File: config.mk
export PLATFORM = sky130hd
export DESIGN_NAME = btb_predictor
export DESIGN_NICKNAME = d
export VERILOG_FILES = /design/src/rtl/btb_predictor_pkg.sv /design/src/rtl/btb_predictor_sat_counter2.sv /design/src/rtl/btb_predictor.sv
export SDC_FILE = /design/constraint.sdc
export NUM_CORES = 2
export LEC_CHECK = 0
export BUFFER_PORTS_ARGS = -buffer_cell sky130_fd_sc_hd__buf_2
export CAP_MARGIN = 20
export CELL_PAD_IN_SITES_DETAIL_PLACEMENT = 1
export CELL_PAD_IN_SITES_GLOBAL_PLACEMENT = 1
export CORE_MARGIN = 3
export CORE_UTILIZATION = 49
export DETAILED_ROUTE_END_ITERATION = 12
export MAX_ROUTING_LAYER = met4
export PLACE_DENSITY = 0.77
export SLEW_MARGIN = 15
export SYNTH_ARGS = -nofsm -noshare
export SYNTH_HDL_FRONTEND = slang
export SYNTH_HIERARCHICAL = 1
export SYNTH_SLANG_ARGS = --single-unit
File: constraint.sdc
create_clock -name clk -period 6.6 [get_ports clk]
set_input_delay 1.32 -clock clk [delete_from_list [all_inputs] [get_ports clk]]
set_output_delay 1.32 -clock clk [all_outputs]
set_load 0.02 [all_outputs]
File: src/rtl/btb_predictor_pkg.sv
// Shared pipeline constants for the fetch-stage branch target buffer:
// direction-counter encodings, the reset counter value, the opcodes the
// decode uses to derive update_is_jump, and the update-action encoding.
package btb_predictor_pkg;

  // 2-bit saturating direction counter encodings. The MSB is the taken
  // prediction.
  typedef enum logic [1:0] {
    STRONG_NT = 2'b00,
    WEAK_NT   = 2'b01,
    WEAK_T    = 2'b10,
    STRONG_T  = 2'b11
  } ctr_t;

  // Counter value an entry holds out of reset.
  localparam ctr_t CTR_RESET = WEAK_NT;

  // Opcodes used by the decode that classifies a resolved instruction.
  localparam logic [6:0] OPC_JAL    = 7'b1101111;
  localparam logic [6:0] OPC_JALR   = 7'b1100111;
  localparam logic [6:0] OPC_BRANCH = 7'b1100011;

  // Action the table takes at the next clock edge. This is exposed
  // internally as upd_action so checkers can bind to it.
  typedef enum logic [1:0] {
    UPD_NONE      = 2'b00,  // no write: disabled, or a missing not-taken branch
    UPD_TRAIN_BR  = 2'b01,  // hit on a conditional branch: step the counter
    UPD_TRAIN_JMP = 2'b10,  // hit on jal/jalr: force strongly taken
    UPD_ALLOC     = 2'b11   // miss on a taken instruction: claim the slot
  } upd_action_t;

  // True for the unconditional jumps that the decode flags as update_is_jump.
  function automatic logic is_jump_opcode(input logic [6:0] opc);
    return (opc == OPC_JAL) || (opc == OPC_JALR);
  endfunction

endpackage

File: src/rtl/btb_predictor_sat_counter2.sv
// 2-bit saturating up/down counter with load. This is pure next-value logic;
// the owner keeps the state register. A load takes priority over counting.
// Incrementing at STRONG_T or decrementing at STRONG_NT leaves the value unchanged.
module sat_counter2
  import btb_predictor_pkg::*;
(
  input  logic [1:0] ctr_in,
  input  logic       load_en,
  input  logic [1:0] load_val,
  input  logic       up,
  input  logic       down,
  output logic [1:0] ctr_out
);

  // Select the load value, otherwise step toward the requested bound.
  always_comb begin
    ctr_out = ctr_in;
    if (load_en) begin
      ctr_out = load_val;
    end else if (up && !down) begin
      if (ctr_in != STRONG_T) ctr_out = ctr_in + 2'b01;
    end else if (down && !up) begin
      if (ctr_in != STRONG_NT) ctr_out = ctr_in - 2'b01;
    end
  end

endmodule

File: src/rtl/btb_predictor.sv
// Direct-mapped, register-based branch target buffer with 2-bit direction
// counters. The lookup is combinational from the registered table. Training
// comes from the execute-stage resolver and lands on the next clock edge.
// There is no write-through bypass: a same-cycle lookup sees the old contents.
module btb_predictor
  import btb_predictor_pkg::*;
#(
  parameter int ENTRIES    = 16,
  parameter int INDEX_BITS = $clog2(ENTRIES)
) (
  input  logic        clk,
  input  logic        rst_n,
  input  logic [31:0] fetch_pc,
  output logic        pred_valid,
  output logic [31:0] predicted_pc,
  output logic        predicted_taken,
  input  logic        update_en,
  input  logic [31:0] update_src_pc,
  input  logic [31:0] update_target,
  input  logic        update_taken,
  input  logic        update_is_jump,
  input  logic        invalidate_all
);

  localparam int TAG_BITS = 30 - INDEX_BITS;

  // Table storage. Each field is kept in its own array so that resetting and
  // flushing the valid bits touches only the valid array.
  logic                  tbl_valid   [ENTRIES];
  logic [TAG_BITS-1:0]   tbl_tag     [ENTRIES];
  logic [31:0]           tbl_target  [ENTRIES];
  logic [1:0]            tbl_ctr     [ENTRIES];
  logic                  tbl_is_jump [ENTRIES];

  // Lookup-side address split.
  logic [INDEX_BITS-1:0] lk_idx;
  logic [TAG_BITS-1:0]   lk_tag;
  logic                  lk_hit;

  // Update-side address split and decision.
  logic [INDEX_BITS-1:0] upd_idx;
  logic [TAG_BITS-1:0]   upd_tag;
  logic                  upd_hit;
  upd_action_t           upd_action;
  logic                  upd_we;
  logic                  upd_target_we;
  logic                  ctr_load;
  logic [1:0]            ctr_load_val;
  logic                  ctr_up;
  logic                  ctr_down;
  logic [1:0]            ctr_next;

  // The byte offset within a word plays no part in indexing or tagging.
  logic unused_pc_bits;
  assign unused_pc_bits = ^{fetch_pc[1:0], update_src_pc[1:0]};

  assign lk_idx  = fetch_pc[INDEX_BITS+1:2];
  assign lk_tag  = fetch_pc[31:INDEX_BITS+2];
  assign upd_idx = update_src_pc[INDEX_BITS+1:2];
  assign upd_tag = update_src_pc[31:INDEX_BITS+2];

  // Zero-latency lookup. A hit returns the stored target even when the
  // prediction is not-taken. Jumps always predict taken.
  always_comb begin
    lk_hit          = tbl_valid[lk_idx] && (tbl_tag[lk_idx] == lk_tag);
    pred_valid      = 1'b0;
    predicted_pc    = 32'h0;
    predicted_taken = 1'b0;
    if (lk_hit) begin
      pred_valid      = 1'b1;
      predicted_pc    = tbl_target[lk_idx];
      predicted_taken = tbl_ctr[lk_idx][1] | tbl_is_jump[lk_idx];
    end
  end

  // Classify the resolver's update. Every update_* input is gated by
  // update_en, so these inputs are don't-care while update_en is low.
  always_comb begin
    upd_hit    = tbl_valid[upd_idx] && (tbl_tag[upd_idx] == upd_tag);
    upd_action = UPD_NONE;
    if (update_en) begin
      if (upd_hit) begin
        upd_action = update_is_jump ? UPD_TRAIN_JMP : UPD_TRAIN_BR;
      end else if (update_taken) begin
        upd_action = UPD_ALLOC;
      end
    end
  end

  // Derive the write enables and the counter controls from the action.
  always_comb begin
    upd_we        = 1'b0;
    upd_target_we = 1'b0;
    ctr_load      = 1'b0;
    ctr_load_val  = STRONG_T;
    ctr_up        = 1'b0;
    ctr_down      = 1'b0;
    case (upd_action)
      UPD_TRAIN_BR: begin
        upd_we        = 1'b1;
        upd_target_we = update_taken;
        ctr_up        = update_taken;
        ctr_down      = !update_taken;
      end
      UPD_TRAIN_JMP: begin
        upd_we        = 1'b1;
        upd_target_we = 1'b1;
        ctr_load      = 1'b1;
        ctr_load_val  = STRONG_T;
      end
      UPD_ALLOC: begin
        upd_we        = 1'b1;
        upd_target_we = 1'b1;
        ctr_load      = 1'b1;
        ctr_load_val  = update_is_jump ? STRONG_T : WEAK_T;
      end
      default: begin
        upd_we = 1'b0;
      end
    endcase
  end

  // One shared counter datapath on the update path. It works on the addressed
  // entry only.
  sat_counter2 u_ctr (
    .ctr_in   (tbl_ctr[upd_idx]),
    .load_en  (ctr_load),
    .load_val (ctr_load_val),
    .up       (ctr_up),
    .down     (ctr_down),
    .ctr_out  (ctr_next)
  );

  // Table state. A flush clears the valid bits and takes priority over a
  // same-cycle update, which is dropped. The other fields keep their values
  // during a flush.
  always_ff @(posedge clk or negedge rst_n) begin
    if (!rst_n) begin
      for (int i = 0; i < ENTRIES; i++) begin
        tbl_valid[i]   <= 1'b0;
        tbl_tag[i]     <= '0;
        tbl_target[i]  <= 32'h0;
        tbl_ctr[i]     <= CTR_RESET;
        tbl_is_jump[i] <= 1'b0;
      end
    end else if (invalidate_all) begin
      for (int i = 0; i < ENTRIES; i++) begin
        tbl_valid[i] <= 1'b0;
      end
    end else if (upd_we) begin
      tbl_valid[upd_idx]   <= 1'b1;
      tbl_tag[upd_idx]     <= upd_tag;
      tbl_ctr[upd_idx]     <= ctr_next;
      tbl_is_jump[upd_idx] <= update_is_jump;
      if (upd_target_we) begin
        tbl_target[upd_idx] <= update_target;
      end
    end
  end

endmodule

==> impl_metrics.prom <==
# TYPE chip_impl_metric gauge
chip_impl_metric{name="die-area",unit="mm²"} 0.106
chip_impl_metric{name="antenna_found_initial",unit=""} 15
chip_impl_metric{name="worst_pin_slew",unit="ns"} 1.02
chip_impl_info{name="status",value="finished, final reports clean"} 1
chip_impl_info{name="yosys.area.top_type",value="sky130_fd_sc_hd__dfrtp_1"} 1
chip_impl_metric{name="final-seq-area",unit="mm²"} 0.0248
chip_impl_info{name="worstPathCellList",value="buf_8 > buf_12 > mux4_2 > mux4_2 > xnor2_1 > nand3_1 > nor3_2 > buf_12 > nand2_1 > nor2_1 > buf_2"} 1
chip_impl_metric{name="ys_async_sr_fraction",unit="%"} 100
chip_impl_metric{name="cellPowerDensity",unit="mW/mm²"} 282
chip_impl_metric{name="hold_viol_final",unit=""} 0
chip_impl_info{name="worstSetupEndpointType",value="output pin"} 1
chip_impl_metric{name="cts.sinks",unit=""} 992
chip_impl_metric{name="gpl.final_weighted_congestion",unit=""} 0.871
chip_impl_info{name="cts_tree",value="done"} 1
chip_impl_metric{name="ys_seq_elements",unit=""} 992
chip_impl_info{name="top_area_cells_in_the_synthesized_netlist",value="sky130_fd_sc_hd__dfrtp_1 49%, sky130_fd_sc_hd__mux4_2 16%, sky130_fd_sc_hd__mux2_2 15%"} 1
chip_impl_metric{name="combined_global_route_utilization_of_all_metal_layers",unit="%"} 29.5
chip_impl_metric{name="critical_path_buf_inv_count",unit=""} 4
chip_impl_metric{name="start_util",unit="%"} 49.7
chip_impl_metric{name="detail_route.first_pass.iterations",unit=""} 6
chip_impl_info{name="setup.worst_path.class",value="primary input to output pin"} 1
chip_impl_metric{name="yosys.cell_types.count",unit=""} 71
chip_impl_metric{name="relSlewSlack",unit="%"} 31.6
chip_impl_metric{name="cts_setup_buffers",unit=""} 0
chip_impl_metric{name="postCtsResizedCells",unit=""} 0
chip_impl_metric{name="arrival",unit="ns"} 4.76
chip_impl_metric{name="core",unit="mm²"} 0.101
chip_impl_metric{name="rows",unit=""} 116
chip_impl_metric{name="maximum_number_of_pins_on_one_net_before_global_route_repair",unit=""} 169
chip_impl_metric{name="ys_seq_area_share",unit="%"} 49.7
chip_impl_metric{name="drt-wirelength-per-cell",unit="µm"} 31.9
chip_impl_metric{name="cts_inserted_buffers",unit=""} 106
chip_impl_info{name="yosysMostFrequentCell",value="sky130_fd_sc_hd__dfrtp_1"} 1
chip_impl_metric{name="crit_fanout",unit=""} 38
chip_impl_metric{name="final_nets",unit=""} 3397
chip_impl_metric{name="buffer_ports.inserted",unit=""} 131
chip_impl_info{name="critPathSlowestCell",value="sky130_fd_sc_hd__xnor2_1"} 1
chip_impl_metric{name="first_global_vias",unit=""} 34320
chip_impl_metric{name="grt-ovfl-total",unit=""} 0
chip_impl_metric{name="cts_max_level",unit=""} 3
chip_impl_metric{name="yosys_warns",unit=""} 6
chip_impl_metric{name="synth_enable_flop_cells",unit=""} 0
chip_impl_metric{name="fp.dieW",unit="µm"} 325
chip_impl_metric{name="clk_latency",unit="ns"} 0.71
chip_impl_metric{name="mappedNetlistNets",unit=""} 3322
chip_impl_metric{name="fin_setup_tns",unit="ns"} 0
chip_impl_metric{name="cts_buffer_depth",unit=""} 3
chip_impl_info{name="min-delay-path-class",value="flop to flop"} 1
chip_impl_metric{name="crit_required",unit="ns"} 5.28
chip_impl_metric{name="drt-total-wl",unit="µm"} 151000
chip_impl_metric{name="period_minus_ws_final",unit="ns"} 6.08
chip_impl_metric{name="drc",unit=""} 0
chip_impl_metric{name="vdd_ir_drop_max",unit="µV"} 231
chip_impl_metric{name="grt_pass1_wl",unit="µm"} 228000
chip_impl_metric{name="first_iter_violations",unit=""} 2417
chip_impl_metric{name="dp_hpwl",unit="µm"} 93000
chip_impl_info{name="cts_root_buffer",value="sky130_fd_sc_hd__clkbuf_16"} 1
chip_impl_metric{name="dieHeight",unit="µm"} 325
chip_impl_metric{name="post_route_cells_drive_above_1_share",unit="%"} 45.4
chip_impl_metric{name="setup_viol",unit=""} 0
chip_impl_metric{name="post_drt_via_cell_ratio",unit=""} 6.48
chip_impl_metric{name="filler_cell_count",unit=""} 9103
chip_impl_metric{name="power.static_leakage",unit="nW"} 26.0
chip_impl_metric{name="final_cell_area",unit="mm²"} 0.0566
chip_impl_metric{name="syn-instance-count",unit=""} 3220
chip_impl_info{name="grt_setup_unrepaired",value="no"} 1
chip_impl_metric{name="drv_cap",unit=""} 0
chip_impl_info{name="postSynth.topFlopCell",value="sky130_fd_sc_hd__dfrtp_1"} 1
chip_impl_metric{name="timing.critical_path.slowest_cell_delay",unit="ns"} 0.56
chip_impl_metric{name="cts_hold_repair.buffers",unit=""} 0
chip_impl_metric{name="area_after_detailed_placement",unit="mm²"} 0.0529
chip_impl_metric{name="finClkSkew",unit="ns"} 0.0390
chip_impl_metric{name="drt.antenna.violating_nets",unit=""} 0
chip_impl_metric{name="synth_top_cell_area_share",unit="%"} 48.9
chip_impl_info{name="cp_top_family",value="buffers and inverters"} 1
chip_impl_metric{name="post_synth.cell_area_avg",unit="µm²"} 15.5
chip_impl_metric{name="fmax",unit="GHz"} 0.164
chip_impl_metric{name="path_clk_slew",unit="ns"} 0.06
chip_impl_metric{name="synthesis.area",unit="mm²"} 0.0500
chip_impl_metric{name="final_min_period_over_clock_period",unit="%"} 92.1
chip_impl_metric{name="syn_to_final_growth",unit="%"} 13.2
chip_impl_metric{name="io_pins",unit=""} 136
chip_impl_info{name="cp-start-kind",value="primary input"} 1
chip_impl_metric{name="final_max_slew_viol_count",unit=""} 0
chip_impl_metric{name="multiInputGateArea",unit="mm²"} 0.0236
chip_impl_metric{name="detailroute.via_count",unit=""} 30767
chip_impl_info{name="synth.cells.most_frequent",value="976 x sky130_fd_sc_hd__dfrtp_1, 662 x sky130_fd_sc_hd__mux2_2, 362 x sky130_fd_sc_hd__mux4_2, 335 x sky130_fd_sc_hd__mux2_1, 141 x sky130_fd_sc_hd__clkbuf_1"} 1
[power breakdown]
part,switching [mW],internal [mW],total [mW]
clock,2.55,3.64,6.19
combinational,1.07,1.29,2.36
sequential,0.536,6.86,7.39
total,4.16,11.8,15.9
[sequential cells by signal, indices dropped and copies added (netlist names)]
signal and cells:
tbl_valid 16, tbl_is_jump 16, tbl_tag 416, tbl_target 512, tbl_ctr 32
[through the flow]
| step | hold slack [ns] | instances | util (%) | power (mW) | setup WS, ns |
|---|---|---|---|---|---|
| after global routing | 0.499 | 4745 | 56.3 | 16.5 | 0.347 |
| after detailed placement | 0.470 | 4544 | 52.6 | 9.80 | 0.559 |
| after global placement | 0.461 | 4544 | 52.6 | 9.55 | 0.589 |
| final | 0.486 | 4745 | 56.3 | 15.9 | 0.519 |
| after CTS | 0.484 | 4737 | 56.2 | 16.0 | 0.524 |
| after floorplan | 0.452 | 3220 | - | 8.91 | 0.416 |
[layout make-up]
class	instances	share of cell area (%)
antenna	8	0.0354
clock buffer	155	5.55
clock inverter	38	0.838
inverter	18	0.119
multi-input combinational	1900	41.7
sequential	992	43.9
tap	1357	3.00
timing repair buffer	277	4.83
[metal layers]
layer	track usage (%)	up-vias	share of wire (%)	routed length, µm
li1	-	12389	-	-
met3	4.52	360	5.3	8060
met2	48.0	1012	50	75300
met5	-	-	0	0
met4	10.4	0	3.8	5780
met1	37.9	17006	41	62300
[worst paths after layout]
| path | slack (ns) | cells past startpoint | end | startpoint |
|---|---|---|---|---|
| max in group asynchronous | 4.47 | 2 | tbl_tag[160] | rst_n |
| setup reg to reg | 2.03 | 14 | tbl_ctr[11] | tbl_tag[6] |
| hold reg to reg | 0.49 | 1 | tbl_target[409] | tbl_target[409] |
| min in group asynchronous | 0.69 | 1 | tbl_target[402] | rst_n |
| hold / removal | 0.49 | 1 | tbl_target[409] | tbl_target[409] |
| setup / recovery | 0.52 | 11 | predicted_taken | fetch_pc[2] |
[cell usage in the layout, fill, tap and decap left out, types with 28 or more instances in the layout]
master	count
sky130_fd_sc_hd__mux2_1	335
sky130_fd_sc_hd__buf_4	74
sky130_fd_sc_hd__buf_2	123
sky130_fd_sc_hd__clkbuf_8	28
sky130_fd_sc_hd__mux2_2	662
sky130_fd_sc_hd__nand2_1	48
sky130_fd_sc_hd__mux4_2	362
sky130_fd_sc_hd__buf_12	74
sky130_fd_sc_hd__mux2i_1	116
sky130_fd_sc_hd__and3_1	38
sky130_fd_sc_hd__a22oi_1	31
sky130_fd_sc_hd__dfrtp_1	976
sky130_fd_sc_hd__xnor2_1	36
sky130_fd_sc_hd__clkbuf_16	107
[kinds of logic after synthesis]
kind of cell           share of synthesized area, %
multiplexers                                   41.1
flip-flops                                     49.7
buffers and inverters                          3.48
AND/OR/NAND/NOR                                2.66
AO/OA/AOI/OAI                                  2.39
XOR/XNOR                                      0.683
other                                       0.00750
Power figures use the tool's default switching activity.
